**src/rtl/multicycle_ctrl.sv**
```systemverilog
// Multi-cycle control sequencer: walks each instruction through FETCH/DECODE/EXEC/MEM/WB,
// decodes datapath strobes from state and ins, counts retirements and halts on illegal encodings.
module multicycle_ctrl #(
  parameter int CNT_W   = 32,
  parameter int MAX_INS = 0
) (
  input  logic             clk,
  input  logic             reset,
  input  logic             run,
  input  logic [31:0]      ins,
  input  logic             zero,
  output logic             IRWrite,
  output logic             PCWrite,
  output logic [1:0]       PCSrc,
  output logic             RegWrite,
  output logic             ALUSrc,
  output logic [2:0]       op,
  output logic             MemRead,
  output logic             MemWrite,
  output logic             Mem2Reg,
  output logic [2:0]       state,
  output logic             halted,
  output logic [CNT_W-1:0] instret
);

  typedef enum logic [2:0] {
    S_IDLE   = 3'd0,
    S_FETCH  = 3'd1,
    S_DECODE = 3'd2,
    S_EXEC   = 3'd3,
    S_MEM    = 3'd4,
    S_WB     = 3'd5,
    S_HALT   = 3'd7
  } state_t;

  localparam logic [6:0] OPC_R   = 7'h33;
  localparam logic [6:0] OPC_I   = 7'h13;
  localparam logic [6:0] OPC_LW  = 7'h03;
  localparam logic [6:0] OPC_SW  = 7'h23;
  localparam logic [6:0] OPC_BEQ = 7'h63;
  localparam logic [6:0] OPC_JAL = 7'h6F;

  localparam logic [2:0] OP_AND = 3'b000;
  localparam logic [2:0] OP_OR  = 3'b001;
  localparam logic [2:0] OP_ADD = 3'b010;
  localparam logic [2:0] OP_SUB = 3'b110;
  localparam logic [2:0] OP_SLT = 3'b111;

  state_t           state_q, state_d;
  logic [CNT_W-1:0] instret_q, instret_d;
  logic [6:0]       opc;
  logic             alu_ok;
  logic [2:0]       alu_op;
  logic             retire;
  logic             unused_ins;

  // Returns {supported, ALU op} for a funct3; unsupported encodings make the caller halt.
  function automatic logic [3:0] alu_decode(input logic [2:0] funct3, input logic sub);
    case (funct3)
      3'b000:  return {1'b1, (sub ? OP_SUB : OP_ADD)};
      3'b111:  return {1'b1, OP_AND};
      3'b110:  return {1'b1, OP_OR};
      3'b010:  return {1'b1, OP_SLT};
      default: return {1'b0, OP_ADD};
    endcase
  endfunction

  assign opc              = ins[6:0];
  assign {alu_ok, alu_op} = alu_decode(ins[14:12], (opc == OPC_R) && ins[30]);
  assign unused_ins       = ^{ins[31], ins[29:15], ins[11:7]};

  always_comb begin
    state_d   = state_q;
    instret_d = instret_q;
    retire    = 1'b0;
    IRWrite   = 1'b0;
    PCWrite   = 1'b0;
    PCSrc     = 2'b00;
    RegWrite  = 1'b0;
    ALUSrc    = 1'b0;
    op        = OP_ADD;
    MemRead   = 1'b0;
    MemWrite  = 1'b0;
    Mem2Reg   = 1'b0;
    case (state_q)
      S_IDLE:  if (run) state_d = S_FETCH;
      S_FETCH: begin
        IRWrite = 1'b1;
        state_d = S_DECODE;
      end
      S_DECODE: begin
        case (opc)
          OPC_R, OPC_I, OPC_LW, OPC_SW, OPC_BEQ, OPC_JAL: state_d = S_EXEC;
          default:                                         state_d = S_HALT;
        endcase
      end
      S_EXEC: begin
        case (opc)
          OPC_R, OPC_I: begin
            ALUSrc = (opc == OPC_I);
            if (alu_ok) begin
              op      = alu_op;
              state_d = S_WB;
            end else begin
              state_d = S_HALT;
            end
          end
          OPC_LW, OPC_SW: begin
            ALUSrc  = 1'b1;
            state_d = S_MEM;
          end
          OPC_BEQ: begin
            op      = OP_SUB;
            PCWrite = 1'b1;
            PCSrc   = zero ? 2'b01 : 2'b00;
            retire  = 1'b1;
          end
          OPC_JAL: begin
            RegWrite = 1'b1;
            PCWrite  = 1'b1;
            PCSrc    = 2'b10;
            retire   = 1'b1;
          end
          default: state_d = S_HALT;
        endcase
      end
      S_MEM: begin
        case (opc)
          OPC_LW: begin
            MemRead = 1'b1;
            ALUSrc  = 1'b1;
            state_d = S_WB;
          end
          OPC_SW: begin
            MemWrite = 1'b1;
            PCWrite  = 1'b1;
            retire   = 1'b1;
          end
          default: state_d = S_HALT;
        endcase
      end
      S_WB: begin
        RegWrite = 1'b1;
        PCWrite  = 1'b1;
        retire   = 1'b1;
        if (opc == OPC_LW) begin
          Mem2Reg = 1'b1;
        end else begin
          ALUSrc = (opc == OPC_I);
          op     = alu_op;
        end
      end
      S_HALT:  state_d = S_HALT;
      default: state_d = S_IDLE;
    endcase
    // A retiring edge either returns to FETCH or stops once the retirement budget is used up.
    if (retire) begin
      instret_d = instret_q + CNT_W'(1);
      state_d   = ((MAX_INS != 0) && (instret_d == CNT_W'(MAX_INS))) ? S_HALT : S_FETCH;
    end
  end

  always_ff @(posedge clk or posedge reset) begin
    if (reset) begin
      state_q   <= S_IDLE;
      instret_q <= '0;
    end else begin
      state_q   <= state_d;
      instret_q <= instret_d;
    end
  end

  assign state   = state_q;
  assign halted  = (state_q == S_HALT);
  assign instret = instret_q;

endmodule

```
**config.mk**
```make
export PLATFORM = sky130hd
export DESIGN_NAME = multicycle_ctrl
export DESIGN_NICKNAME = d
export VERILOG_FILES = /design/src/rtl/multicycle_ctrl.sv
export SDC_FILE = /design/constraint.sdc
export NUM_CORES = 1
export LEC_CHECK = 0
export CELL_PAD_IN_SITES_DETAIL_PLACEMENT = 1
export CELL_PAD_IN_SITES_GLOBAL_PLACEMENT = 2
export CORE_ASPECT_RATIO = 1.5
export CORE_MARGIN = 2
export CORE_UTILIZATION = 26
export CTS_CLUSTER_SIZE = 40
export DETAILED_ROUTE_END_ITERATION = 12
export PLACE_DENSITY = 0.87
export SLEW_MARGIN = 0
export SYNTH_ARGS = -nofsm -noshare
export SYNTH_HDL_FRONTEND = slang
export SYNTH_SLANG_ARGS = --single-unit
```
**constraint.sdc**
```tcl
create_clock -name clk -period 5.33 [get_ports clk]
set_input_delay 0.7995 -clock clk [delete_from_list [all_inputs] [get_ports clk]]
set_output_delay 0.7995 -clock clk [all_outputs]
set_load 0.02 [all_outputs]
```
; After elaboration in Yosys (flattened, before gate mapping)
; Cells that the tools add are included.
; W data, S select, Z words.
[classes]
n_div = 0
mul = 0
shift = 0
mux = 29
addsub = 1
eq_ne = 19
reduce_logical = 8
bitwise = 0
n_lt_le_gt_ge = 0
[ops]
columns = operator, count
row1 = $add A32 B1 Y32 const B, 1
row2 = $pmux W3 S7, 1
row3 = $mux W3, 6
row4 = $pmux W3 S2, 3
row5 = $pmux W4 S4, 1
row6 = $eq A3 B3 Y1 const B, 5
row7 = $eq A7 B6 Y1 const B, 2
row8 = $eq A7 B7 Y1 const B, 2
row9 = $mux W1, 10
row10 = $eq A3 B2 Y1 const B, 3
row11 = $ne A3 B3 Y1 const B, 3
row12 = $pmux W3 S3, 1
row13 = $eq A7 B2 Y1 const B, 1
row14 = $eq A7 B5 Y1 const B, 1
row15 = $logic_not A3 Y1, 2
row16 = $pmux W1 S3, 2
row17 = $reduce_or A2 Y1, 3
row18 = $reduce_or A6 Y1, 1
row19 = $mux W2, 2
row20 = $pmux W1 S2, 2
row21 = $pmux W2 S2, 1
row22 = $reduce_and A4 Y1, 1
row23 = $eq A3 B1 Y1 const B, 1
row24 = $ne A2 B2 Y1 const B, 1
row25 = $logic_and A1 B1 Y1, 1
[word_totals]
romBits = 0
latchBits = 0
wordCells = 59
ram_bits = 0
memories = 0
register_bits = 35
out_inout_bits = 48

; Depth between registers and ports, before layout
[logic_depth]
ltp_word = 8
ltp_mapped = 8

; Worst setup path after synthesis
; No wires, ideal clock.
[synth_path]
path_kind = input -> output
from = input ins[3]
to = output MemRead
stages = 4
setup_slack_ns = 2.301
t_arrival_ns = 2.230
cell_sequence = nand4bb_2 > or2_2 > clkbuf_1 > nor4_1
[synth_via]
elab_chain_len = 3
[synth_lines]
columns = element, line_no
row1 = "start, declared", 10  ; input logic [31:0] ins,
row2 = $eq A7 B2 Y1, 128  ; case (opc)
row3 = $mux W1, 128
row4 = $mux W1, 85  ; case (state_q)
row5 = "end, declared", 18  ; output logic MemRead,
; Every way passes these cells.

; Final worst setup path
[layout_path]
from = input ins[4]
to = output PCWrite
[layout_via]
elab_chain_len = 4
[layout_lines]
columns = element, line_no
row1 = $eq A7 B7 Y1, 98  ; case (opc)
row2 = $reduce_or A2 Y1 (no source line), n/a
row3 = $mux W1, 98
row4 = $pmux W1 S3 (*), 85
row5 = "end, declared", 13  ; output logic PCWrite,
; Every way passes the cells marked *; elsewhere a longest branch is shown, timed or not.

==> metrics.yaml <==
detailed_routing:
  vias: 1817
  met1Wirelength_um: 2340
  ant_nets: 0
  via_per_inst: 4.92
  drc: 0
  drtIter0Drc: 23
  wl_per_cell_um: 15.5
  wl_um: 5730
  firstDrtPassIters: 5
  met3WireLength_um: 305
  wl_met2_um: 3000
  top_layer_used: "met4"
synth:
  yosys_warnings: 0
  async_flop_share: 1.00
  ys_seq_area_frac: 0.448
  synthTopCellsByArea: "dfrtp_1 (45%), xor2_1 (8.5%), xnor2_1 (5.8%)"
  avgSynthCellArea_um2: 9.40
  synth_top_area_cell: "dfrtp_1"
  ys_types: 40
  syn_area_um2: 1960
  synth-seq-cells: 35
  netlist_instances: 208
  synth_top_area_frac: 0.448
  synth_nets: 245
  synth_edf_count: 0
  synthTopCellsByCount: "dfrtp_1 (35), nand2_1 (21), xor2_1 (19)"
  ys.flop_type: "dfrtp_1"
  synth_most_common_cell: "dfrtp_1"
placement:
  dp_hpwl_um: 4200
  port_buffers: 62
  finalWeightedCongestion: 0.767
  dp_slack_ns: 1.11
  placed_cells: 361
setup_path:
  reg2reg_depth: 7
  crit_chain: "clkdlybuf4s50_1 -> nand3b_1 -> nor4_1 -> nor3_2 -> buf_4 -> inv_1 -> clkdlybuf4s50_1"
  crit-reg2reg-launch: "state[2]"
  cpMaxStageDelayCell: "clkdlybuf4s50_1"
  cp-start-kind: "input pin"
  r2r_slack_ns: 2.92
  cp.depth: 7
  r2r-end: "instret[16]"
  crit_top_cell: "clkdlybuf4s50_1"
  critical_path.top_delay_family: "buffers and inverters"
  cp-startpoint: "ins[4]"
  critPathArrivalTime_ns: 3.42
  max_stage_delay_ns: 0.71
  end_kind: "primary output"
  critPathBufInv: 4
  path_max_fanout: 23
  cp.required_ns: 4.53
  endpoint: "PCWrite"
  crit_type: "in2out"
floorplanning:
  dieArea_um2: 8250
  placementRows: 38
  coreArea_um2: 7270
  io_pins: 84
  dieWidth_um: 74.8
  die_y_um: 110
  start_util: 0.269
sta:
  min_period_ns: 4.22
  fin_setup_tns_ns: 0
  setup_viol: 0
  worst_pin_slew_ns: 0.457
  hold_viol_final: 0
  fin_skew_ns: 0.00856
  fin_hold_ws_ns: 0.475
  slew_viol_final: 0
  fin_ws_ns: 1.11
  fin_crit_sh: 0.792
  rsz0062_at_grt: "no"
  max_freq_ghz: 0.237
  relSlewSlack: 0.693
clock_tree:
  cts_tree: "built"
  cts_hold_buffers: 0
  cts_resized: 0
  clockBufferDepth: 2
  cts_buffers: 5
  path_clk_slew_ns: 0.07
  cts_sinks: 35
  root_buffer: "clkbuf_8"
  htreeDepth: 2
  clock_latency_ns: 0.29
  post_cts_buffers: 0
power:
  fin_total_pwr_uw: 917
  clkPwrFrac: 0.208
  seq_power_share: 0.395
  p_per_area_nw_per_um2: 333
  peakVddDrop_mv: 0.131
  p_leak_nw: 1.14
  netSwitchingPower_uw: 370
  internal-power_uw: 547
  comb_power_share: 0.398
  swShare: 0.404
grt:
  grt_antenna_before_repair: 0
  grt_util_all_layers: 0.145
  grt_pass1_vias: 1948
  grt_pass1_wl_um: 9270
  gr-total-overflow: 0
  grt_max_degree: 36
final_layout:
  stdcell_count: 369
  syn_to_final_growth_pct: 40.8
  drive_above_1_share: 0.0595
  fin_nets: 305
  n_antenna_cell: 0
worst_hold_path:
  hp-class: "reg2reg"
run:
  max-cap-violations: 0
outcome:
  status: "completed"
[cell usage in the layout (no fill, tap or decap), types with 2 or more instances in the layout]
master / instances
a21oi_1: 3
and3_1: 5
buf_4: 2
clkbuf_8: 5
clkdlybuf4s50_1: 62
clkinv_2: 3
dfrtp_1: 35
inv_1: 7
nand2_1: 21
nand3_1: 9
nand3b_1: 3
nand4_1: 14
nor2_1: 16
nor2b_1: 2
nor3_1: 6
nor4_1: 15
o211ai_1: 2
o21ai_0: 3
o31ai_1: 2
or2_2: 2
xnor2_1: 13
xor2_1: 19
[sequential cells by signal, indices dropped and copies added (netlist names)]
signal	flops
state	3
instret	32
[through the flow]
stage,cell area [um^2],utilization
detailed placement,2670,0.367
global route,2750,0.378
floorplan,1960,-
finish,2750,0.378
CTS,2750,0.378
global placement,2670,0.367
[how the worst min path moves through the flow]
stage	start	endpoint	slack (ns)	depth (start not counted)
floorplan	instret[31]	instret[31]	0.58	1
global placement	instret[31]	instret[31]	0.46	1
detailed placement	instret[31]	instret[31]	0.46	1
CTS	instret[31]	instret[31]	0.48	1
global route	instret[31]	instret[31]	0.50	1
finish	instret[31]	instret[31]	0.48	1
[metal layers]
layer  vias to the layer above  global-route usage
li1                        865                   -
met1                       891               0.160
met2                        53               0.269
met3                         8              0.0291
met4                         0              0.0497
met5                         -                   0
[cell type report]
cell class,instances,area [um^2]
clock inverters,3,15.0
well taps,100,125
flip-flops and latches,35,876
multi-input cells,155,1010
repair buffers,64,636
fillers,850,4520
inverters,7,26.3
clock buffers,5,68.8
[power by group through the flow]
stage	Clock (mW)	Sequential [mW]	Combinational [mW]
after floorplan	0	0.367	0.211
after CTS	0.200	0.363	0.370
final	0.191	0.362	0.364
after global placement	0	0.365	0.363
after detailed placement	0	0.368	0.370
after global routing	0.209	0.372	0.400
[cells by family after synthesis]
logic type / count (synthesis) / synth area share
xor+xnor: 32 / 0.143
compound gates: 19 / 0.0678
buf+inv: 18 / 0.0377
fa+ha+maj: 1 / 0.00640
simple gates: 103 / 0.297
flops: 35 / 0.448
Note: power is estimated with default switching activity, not from simulation.
